**src/rtl/alu_pkg.sv**
```systemverilog
// Shared opcode constants, FSM state type and default settle time for the ALU issue block.
package alu_pkg;

  localparam logic [2:0] OpNop     = 3'b000;
  localparam logic [2:0] OpAdd     = 3'b001;
  localparam logic [2:0] OpSub     = 3'b010;
  localparam logic [2:0] OpAnd     = 3'b011;
  localparam logic [2:0] OpOr      = 3'b100;
  localparam logic [2:0] OpXor     = 3'b101;
  localparam logic [2:0] OpNot     = 3'b110;
  localparam logic [2:0] OpIllegal = 3'b111;

  typedef enum logic [1:0] {
    StIdle,
    StIssue,
    StCapture,
    StWb
  } state_e;

  localparam int unsigned AluSettleDefault = 2;

endpackage

```
**src/rtl/alu_flag_calc.sv**
```systemverilog
// Combinational next-value calculation for the N/Z/V status flags.
module alu_flag_calc
  import alu_pkg::*;
#(
  parameter int unsigned DATA_W = 32
) (
  input  logic [DATA_W-1:0] data,
  input  logic              overflow,
  input  logic [2:0]        opcode,
  output logic              n,
  output logic              z,
  output logic              v
);

  always_comb begin
    n = data[DATA_W-1];
    z = (data == '0);
    // Only arithmetic ops carry a meaningful overflow; logical ops clear V.
    v = overflow && ((opcode == OpAdd) || (opcode == OpSub));
  end

endmodule

```
**src/rtl/alu_issue_ctrl.sv**
```systemverilog
// Execute-stage sequencer: issues decoded ops to the ALU, captures results, drives writeback.
// Optional build macro ALU_ISSUE_PERF_EN adds saturating perf_ops/perf_ovf counters.
module alu_issue_ctrl
  import alu_pkg::*;
#(
  parameter int unsigned DATA_W     = 32,
  parameter int unsigned REG_AW     = 5,
  parameter int unsigned ALU_SETTLE = AluSettleDefault
) (
  input  logic              clk,
  input  logic              rst,
  input  logic              in_valid,
  output logic              in_ready,
  input  logic [2:0]        in_opcode,
  input  logic [DATA_W-1:0] in_op1,
  input  logic [DATA_W-1:0] in_op2,
  input  logic [REG_AW-1:0] in_rd,
  output logic              alu_en,
  output logic [2:0]        alu_opcode,
  output logic [DATA_W-1:0] alu_operand1,
  output logic [DATA_W-1:0] alu_operand2,
  input  logic [DATA_W-1:0] alu_result,
  input  logic              alu_overflow,
  output logic              wb_valid,
  input  logic              wb_ready,
  output logic [REG_AW-1:0] wb_rd,
  output logic [DATA_W-1:0] wb_data,
  output logic              flag_n,
  output logic              flag_z,
  output logic              flag_v,
  output logic              illegal_op,
  output logic              busy
`ifdef ALU_ISSUE_PERF_EN
  ,
  output logic [31:0]       perf_ops,
  output logic [15:0]       perf_ovf
`endif
);

  localparam int unsigned CntW = (ALU_SETTLE > 1) ? $clog2(ALU_SETTLE) : 1;
  localparam logic [CntW-1:0] CntLast = CntW'(ALU_SETTLE - 1);

  state_e              state_q, state_d;
  logic [CntW-1:0]     cnt_q, cnt_d;
  logic [2:0]          op_q;
  logic [DATA_W-1:0]   opa_q, opb_q, data_q;
  logic [REG_AW-1:0]   rd_q;
  logic                ovf_q;
  logic                n_q, z_q, v_q;
  logic                illegal_q;
  logic                n_next, z_next, v_next;
  logic                accept, load, wb_fire;

  assign accept  = (state_q == StIdle) && in_valid;
  assign load    = accept && (in_opcode != OpNop) && (in_opcode != OpIllegal);
  assign wb_fire = (state_q == StWb) && wb_ready;

  always_comb begin
    state_d = state_q;
    cnt_d   = cnt_q;
    unique case (state_q)
      StIdle: begin
        cnt_d = '0;
        if (load) state_d = StIssue;
      end
      StIssue: begin
        if (cnt_q == CntLast) state_d = StCapture;
        else                  cnt_d   = cnt_q + 1'b1;
      end
      StCapture: state_d = StWb;
      StWb:      if (wb_ready) state_d = StIdle;
      default:   state_d = StIdle;
    endcase
  end

  alu_flag_calc #(
    .DATA_W(DATA_W)
  ) u_flag_calc (
    .data    (data_q),
    .overflow(ovf_q),
    .opcode  (op_q),
    .n       (n_next),
    .z       (z_next),
    .v       (v_next)
  );

  always_ff @(posedge clk) begin
    if (rst) begin
      state_q   <= StIdle;
      cnt_q     <= '0;
      op_q      <= OpNop;
      opa_q     <= '0;
      opb_q     <= '0;
      rd_q      <= '0;
      data_q    <= '0;
      ovf_q     <= 1'b0;
      n_q       <= 1'b0;
      z_q       <= 1'b0;
      v_q       <= 1'b0;
      illegal_q <= 1'b0;
    end else begin
      state_q   <= state_d;
      cnt_q     <= cnt_d;
      illegal_q <= accept && (in_opcode == OpIllegal);
      if (load) begin
        op_q  <= in_opcode;
        opa_q <= in_op1;
        opb_q <= in_op2;
        rd_q  <= in_rd;
      end
      if (state_q == StCapture) begin
        data_q <= alu_result;
        ovf_q  <= alu_overflow;
      end
      if (wb_fire) begin
        n_q <= n_next;
        z_q <= z_next;
        v_q <= v_next;
      end
    end
  end

`ifdef ALU_ISSUE_PERF_EN
  logic [31:0] ops_q;
  logic [15:0] ovf_cnt_q;

  always_ff @(posedge clk) begin
    if (rst) begin
      ops_q     <= '0;
      ovf_cnt_q <= '0;
    end else if (wb_fire) begin
      if (ops_q != '1) ops_q <= ops_q + 1'b1;
      if (v_next && (ovf_cnt_q != '1)) ovf_cnt_q <= ovf_cnt_q + 1'b1;
    end
  end

  assign perf_ops = ops_q;
  assign perf_ovf = ovf_cnt_q;
`endif

  assign in_ready     = (state_q == StIdle);
  assign busy         = (state_q != StIdle);
  assign alu_en       = (state_q == StIssue) || (state_q == StCapture);
  assign alu_opcode   = op_q;
  assign alu_operand1 = opa_q;
  assign alu_operand2 = opb_q;
  assign wb_valid     = (state_q == StWb);
  assign wb_rd        = rd_q;
  assign wb_data      = data_q;
  assign flag_n       = n_q;
  assign flag_z       = z_q;
  assign flag_v       = v_q;
  assign illegal_op   = illegal_q;

endmodule

```
**config.mk**
```make
export PLATFORM = sky130hd
export DESIGN_NAME = alu_issue_ctrl
export DESIGN_NICKNAME = d
export VERILOG_FILES = /design/src/rtl/alu_pkg.sv /design/src/rtl/alu_flag_calc.sv /design/src/rtl/alu_issue_ctrl.sv
export SDC_FILE = /design/constraint.sdc
export NUM_CORES = 1
export LEC_CHECK = 0
export CORE_ASPECT_RATIO = 2
export CORE_MARGIN = 2
export CORE_UTILIZATION = 42
export CTS_CLUSTER_DIAMETER = 50
export DETAILED_ROUTE_END_ITERATION = 8
export HOLD_SLACK_MARGIN = 0.03
export PLACE_DENSITY_LB_ADDON = 0.25
export SLEW_MARGIN = 30
export SYNTH_ARGS = -nofsm -noshare
export SYNTH_HDL_FRONTEND = slang
export SYNTH_SLANG_ARGS = --single-unit
```
**constraint.sdc**
```tcl
create_clock -name clk -period 4.1 [get_ports clk]
set_clock_uncertainty 0.15 [all_clocks]
set_input_delay 0.615 -clock clk [delete_from_list [all_inputs] [get_ports clk]]
set_output_delay 0.615 -clock clk [all_outputs]
set_load 0.02 [all_outputs]
```
; Yosys cells after proc, flatten, opt, wreduce, memory -nomap -nowiden
; Index checks and enable logic that the tools add are counted.
; Widths: inputs -> output; s select.
[totals]
out_inout_bits = 112
elab_cells = 43
register_bits = 112
[classes]
n_addsub = 1
n_mux = 6
n_eq_ne = 10
reduce_logical = 14
[ops]
columns = operator, count
row1 = $logic_not 32->1, 1
row2 = $pmux 2 s4, 1
row3 = $logic_and 1x1->1, 6
row4 = $mux 2, 3
row5 = $eq 2x2->1 const B, 2
row6 = $ne 2x1->1 const B, 2
row7 = $reduce_bool 2->1, 2
row8 = $eq 3x1->1 const B, 1
row9 = $eq 3x2->1 const B, 1
row10 = $eq 3x3->1 const B, 1
row11 = $ne 3x3->1 const B, 1
row12 = $reduce_and 3->1, 1
row13 = $reduce_bool 3->1, 1
row14 = $eq 2x1->1 const B, 1
row15 = $logic_not 2->1, 1
row16 = $logic_or 1x1->1, 2
row17 = $ne 2x2->1 const B, 1
row18 = $pmux 1 s2, 1
row19 = $add 1x1->1 const B, 1
row20 = $mux 1, 1

; Longest topological paths before layout
; Gate-level depths: netlist of run 1.
[logic_depth]
depth_word = 6
ltp_mapped = 9

; By module
; A second synthesis of run 1 with hierarchy kept.
[unflattened]
hier_cells = 473
area_unflattened_um2 = 4081.4
[by_module_without_submodules]
columns = module, n_inst, cells_per_inst, seq_area_each_um2, area_per_inst_um2
row1 = alu_issue_ctrl, 1, 459, 2242.2, 3985.1
row2 = alu_flag_calc, 1, 14, 0.0, 96.3

; Worst setup path before layout of run 1
; Ideal clock, no wire load.
[synth_timing]
path_type = input port to flip-flop
start = input port in_opcode[2]
end = register opb_q[29], in the netlist alu_operand2[29]
arrival_time_ns = 1.622
setup_ns = 0.132
slack_ns = 2.196
path_buffers = 3
cell_stages = 7
cell_sequence = or3_4 and3_1 buf_6 buf_6 buf_6 nand2_1 a21oi_1
[synth_via]
elab_chain_cells = 3
[synth_lines]
columns = element, line
row1 = start: declaration, alu_issue_ctrl.sv:14  ; input logic [2:0] in_opcode,
row2 = $reduce_bool 3->1, alu_issue_ctrl.sv:55  ; assign load = accept && (in_opcode != OpNop) && (in_opcode != OpIllegal);
row3 = $logic_and 1x1->1, alu_issue_ctrl.sv:55
row4 = $logic_and 1x1->1 (*), alu_issue_ctrl.sv:55
row5 = end signal: assignment, alu_issue_ctrl.sv:108  ; opb_q <= in_op2;
row6 = end: declaration, alu_issue_ctrl.sv:46  ; logic [DATA_W-1:0] opa_q, opb_q, data_q;
; Every way passes the cells marked *; elsewhere a longest branch is shown, timed or not.
; A chain may end at the register's enable or synchronous reset.

; Final worst setup path of run 1
[layout_timing]
start = register state_q[0]
end = output port busy
[layout_via]
elab_chain_cells = 1
[layout_lines]
columns = element, line
row1 = start: declaration, alu_issue_ctrl.sv:43  ; state_e state_q, state_d;
row2 = start signal: assignment, alu_issue_ctrl.sv:89  ; state_q <= StIdle;
row3 = start signal: assignment, alu_issue_ctrl.sv:102  ; state_q <= state_d;
row4 = $reduce_bool 2->1, alu_issue_ctrl.sv:142  ; assign busy = (state_q != StIdle);
row5 = end: declaration, alu_issue_ctrl.sv:32  ; output logic busy
; Every way passes these cells.

==> run summary, run 1 <==
vias in the first global route = 3873
worst path arrival time = 1.87 ns
Leak Pwr = 2.36 nW
fin crit period = 2.64 ns
CP Max Fanout = 4
Max-Cap Viols = 0
Final ANT Viol Nets = 0
maximum VDD drop = 365 µV
grt ovf = 0
Core Area = 9640 µm²
Setup CP Type = reg -> out
DR pass1 iterations = 4
Switch Pwr = 1.34 mW
RD Place Congestion = 0.781
Post-CTS Setup Inserts = 0
cts hold-fix bufs = 0
Placed Instance Area = 6320 µm²
switching share of power = 0.359
overall power consumption = 3.73 mW
PnR worst setup slack = 1.46 ns
hold crit path type = reg -> reg
dpl hpwl = 8790 µm
WP buf/inv = 3
H-Tree Level Count = 3
RSZ-0062 raised after global routing = no
antenna diode count = 0
routed wire length = 11900 µm
Hold Vio Cnt, Final = 0
Synth area leader = dfxtp_1
# rows = 51
synth warn = 0
Syn Inst Count = 475
drt via density = 4.78
Clk pwr share = 0.219
initial antenna violation count = 0
mapped cell area = 4090 µm²
most common cell after layout, fill and taps aside = clkdlybuf4s50_1
DIE WIDTH = 73.8 µm
register area share after synthesis = 0.548
Port Buffer Count = 220
Setup crit end kind = output pin
Sequential Power Share = 0.378
Die Ht = 144 µm
CTS tree = built
# DRC = 0
Core Util, Final = 0.686
Seq cells post-synth = 112
Critical Path Max Stage Delay = 0.64 ns
Max clock buf depth = 2
R2R depth = 7
final setup vio count = 0
worst path required time = 3.34 ns
most frequent cells in the layout = clkdlybuf4s50_1, nand2_1, dfxtp_1, a21oi_1, nor2_1
share of layout cells above drive strength 1 = 0.0367
Comb pwr share = 0.403
die area = 10600 µm²
type of origin of the critical path = flop
CP dominant cell by count = inv_1
post-synthesis net count = 589
design area = 6610 µm²
area share of the largest cell type after synthesis = 0.548
Total GRT Usage = 0.219
highest-delay cell along the critical path = clkdlybuf4s50_1
Max Transition Viols Final = 0
pwr/cell area = 564 nW/µm²
fin nets = 790
via count = 3888
initial drt markers = 193
Place WS = 1.32 ns
CP Depth = 4
IO Count = 221
Hold Path Stages = 2
Cell variety after synth = 30
Slew @ Worst Pin = 0.859 ns
Area Growth Syn to Fin = 61.4%
Post-Syn Area per Cell = 8.62 µm²
Max transition margin = 0.427
critical path's top delay family = buffers and inverters
Post-CTS Resized = 0
first-pass GRT wire length = 18000 µm
Reg clk slew, reported paths = 0.07 ns
Sinks on Clock Net = 112
clock root buffer = clkbuf_16
final worst path period share = 0.644
worst-skew pair later-pin latency = 0.34 ns
CP Cell Sequence = inv_1 -> ha_1 -> inv_1 -> clkdlybuf4s50_1
Synth area leaders = dfxtp_1, nand2_1, a21oi_1
flop2flop setup slack = 1.85 ns
DR WL/cell = 14.6 µm
status = finished, final reports clean
achievable clock frequency = 379 MHz
setup tns final = 0 ns
Internal Power = 2.39 mW
largest net degree at the start of global routing = 87
Starting Density = 0.425
TritonCTS buffer count = 9
-- cell type report --
| type | instances | area (µm²) |
|---|---|---|
| clock inverters | 7 | 55.1 |
| fillers | 779 | 3030 |
| multi-input cells | 325 | 1680 |
| repair buffers | 223 | 2220 |
| well taps | 132 | 165 |
| flip-flops and latches | 112 | 2240 |
| clock buffers | 9 | 225 |
| inverters | 5 | 18.8 |
-- worst paths after layout --
| check | startpoint | endpoint |
|---|---|---|
| max | state_q[0] | busy |
| min | alu_operand2[6] | alu_operand2[6] |
| max reg2reg | state_q[0] | alu_operand1[9] |
| min reg2reg | alu_operand2[6] | alu_operand2[6] |
-- cells by family (layout without fill, tap and decap cells) --
family,after synthesis,after routing,share of synthesized area
AO/OA/AOI/OAI,83,83,0.106
adder cells (fa/ha/maj),5,5,0.0153
flip-flops,112,112,0.548
AND/OR/NAND/NOR,203,203,0.202
XOR/XNOR,1,1,0.00214
multiplexers,33,33,0.0807
buffers and inverters,38,244,0.0458
-- layer usage --
layer	GRT usage	part of all wire
met5	0	0
met4	0.0976	0.030
met3	0.0533	0.067
met2	0.414	0.55
met1	0.214	0.35
-- per-stage QoR --
stage	instances	hold slack, ns
final	813	0.304
after floorplan	475	0.302
after CTS	813	0.306
after global routing	813	0.323
after global placement	797	0.291
after detailed placement	797	0.296
-- state kept, by name, indices dropped and copies added, names as in the netlist, 2 cells and up --
register      flops
alu_operand1     32
alu_operand2     32
wb_data          32
wb_rd             5
alu_opcode        3
state_q           2
-- synthesized netlist by cell type (all sizes together) --
library cell,instances
buf,19
nor3,3
o31ai,1
a22oi,3
xnor2,1
clkbuf,14
nor2,38
dfxtp,112
nor3b,1
a31oi,1
inv,5
ha,5
nand4,1
nand3b,1
o22ai,1
o22a,1
nor4,8
and2,2
nor4b,1
and3,1
nand2,141
mux2i,33
nand3,5
a31o,1
or3,1
o21ai,1
a21oi,74
-- worst reg2reg max path, stage by stage, from the launching register on --
cell	delay [ns]
dfxtp_1	0.39
inv_1	0.13
ha_1	0.26
and2_1	0.18
nand3_2	0.20
buf_4	0.54
nand2_1	0.13
a21oi_1	0.19
-- power by group through the flow --
stage          Sequential, mW  Clock [mW]  Combinational (mW)
2_1_floorplan            1.63           0               0.678
3_3_place_gp             1.42           0                1.48
3_5_place_dp             1.43           0                1.51
4_1_cts                  1.41       0.837                1.52
5_1_grt                  1.43       0.872                1.63
6_report                 1.41       0.817                1.50
(Power assumes the default switching activity.)
==> inputs of run 2 (changes only) <==
Settings changed: CORE_UTILIZATION 42 to 39.
Clock period 4.1 ns to 2.5 ns, I/O delays scaled along.
==> run 2 against run 1 <==
Effect of this change:
- sequential cell count unchanged
- die area is 7.4% higher
- clock-buffer cell count is 1 higher
- sequential share of layout area shrank 0.51 points
- critical path depth unchanged
- via count increased by 0.23%
- cell area rose by 1.5%
- power up 67%
==> run summary, run 2 (synthesis results as in run 1) <==
first-pass GRT wire length = 18300 µm
Post-CTS Resized = 0
initial antenna violation count = 0
vias in the first global route = 3739
drt via density = 4.74
CP Cell Sequence = inv_1 -> ha_1 -> inv_1 -> clkdlybuf4s50_1
RSZ-0062 raised after global routing = no
routed wire length = 11200 µm
# DRC = 0
dpl hpwl = 7930 µm
design area = 6710 µm²
largest net degree at the start of global routing = 70
Starting Density = 0.396
maximum VDD drop = 552 µV
final setup vio count = 0
Slew @ Worst Pin = 0.544 ns
Place WS = 0.316 ns
TritonCTS buffer count = 9
clock root buffer = clkbuf_16
Placed Instance Area = 6400 µm²
IO Count = 221
DR WL/cell = 13.6 µm
via count = 3897
CP dominant cell by count = inv_1
Finished Layout Cells = 822
critical path's top delay family = buffers and inverters
achievable clock frequency = 424 MHz
hold crit path type = reg -> reg
setup tns final = 0 ns
Core Util, Final = 0.648
Max clock buf depth = 2
Max-Cap Viols = 0
Post-CTS Setup Inserts = 0
Inst Count DP = 806
Die Ht = 149 µm
Area Growth Syn to Fin = 63.8%
die area = 11400 µm²
grt ovf = 0
Hold Vio Cnt, Final = 0
DR top layer = met4
worst path required time = 1.98 ns
Leak Pwr = 2.41 nW
initial drt markers = 146
overall power consumption = 6.24 mW
DIE WIDTH = 76.4 µm
antenna diode count = 0
Reg clk slew, reported paths = 0.07 ns
cts hold-fix bufs = 0
CTS tree = built
highest-delay cell along the critical path = clkdlybuf4s50_1
Setup CP Type = reg -> out
pwr/cell area = 931 nW/µm²
CP Max Fanout = 4
status = finished, final reports clean
Setup crit end kind = output pin
met3 routed WL = 944 µm
Sinks on Clock Net = 112
worst path arrival time = 1.83 ns
Metal-1 WL = 4800 µm
Critical Path Max Stage Delay = 0.63 ns
type of origin of the critical path = flop
fin nets = 794
met2 WL = 5270 µm
Total GRT Usage = 0.197
fin crit period = 2.36 ns
final worst path period share = 0.943
Max Transition Viols Final = 0
DR pass1 iterations = 4
H-Tree Level Count = 3
worst-skew pair later-pin latency = 0.33 ns
# rows = 53
Core Area = 10300 µm²
PnR worst setup slack = 0.142 ns
most frequent cells in the layout = clkdlybuf4s50_1, nand2_1, dfxtp_1, a21oi_1, nor2_1
hold slack = 0.303 ns
share of layout cells above drive strength 1 = 0.0423
RD Place Congestion = 0.792
Port Buffer Count = 220
WP buf/inv = 3
most common cell after layout, fill and taps aside = clkdlybuf4s50_1
Max transition margin = 0.637
Final ANT Viol Nets = 0
-- run 2: cell count changes in the layout (fill, tap and decap cells not counted) --
cell,previous run,this run
buf_12,0,4
clkinvlp_4,2,0
bufinv_16,0,1
clkbuf_8,0,1
clkinv_2,1,2
clkinv_4,2,1
ha_2,0,1
ha_4,1,0
-- run 2: worst reg2reg max path, stage by stage, from the launching register on --
cell and delay (ns):
dfxtp_1 0.39, inv_1 0.11, ha_1 0.24, and2_1 0.18
nand3_2 0.11, buf_4 0.34, nand2_1 0.10, a21oi_1 0.16
-- run 2: path summary, 6_finish.rpt --
check                   startpoint  slack [ns]  depth (start not counted)          endpoint
setup reg to reg        state_q[0]        0.64                          7   alu_operand1[0]
setup / recovery        state_q[0]        0.14                          4              busy
hold / removal    alu_operand2[27]        0.30                          2  alu_operand2[27]
hold reg to reg   alu_operand2[27]        0.30                          2  alu_operand2[27]
-- run 2: cell type report --
| cell class | instances | area [µm²] |
|---|---|---|
| well taps | 137 | 171 |
| fillers | 892 | 3640 |
| inverters | 5 | 18.8 |
| multi-input cells | 325 | 1670 |
| clock buffers | 10 | 239 |
| clock inverters | 6 | 66.3 |
| flip-flops and latches | 112 | 2240 |
| repair buffers | 227 | 2300 |
-- run 2: layer usage --
metal,up-vias,global-route usage
li1,1973,-
met4,0,0.0655
met5,-,0
met2,179,0.314
met1,1733,0.246
met3,12,0.0732
-- run 2: power breakdown --
group	switching (mW)	leakage [nW]	internal [mW]
combinational	1.32	1.35	1.18
sequential	0.200	0.913	2.10
clock	0.633	0.153	0.810
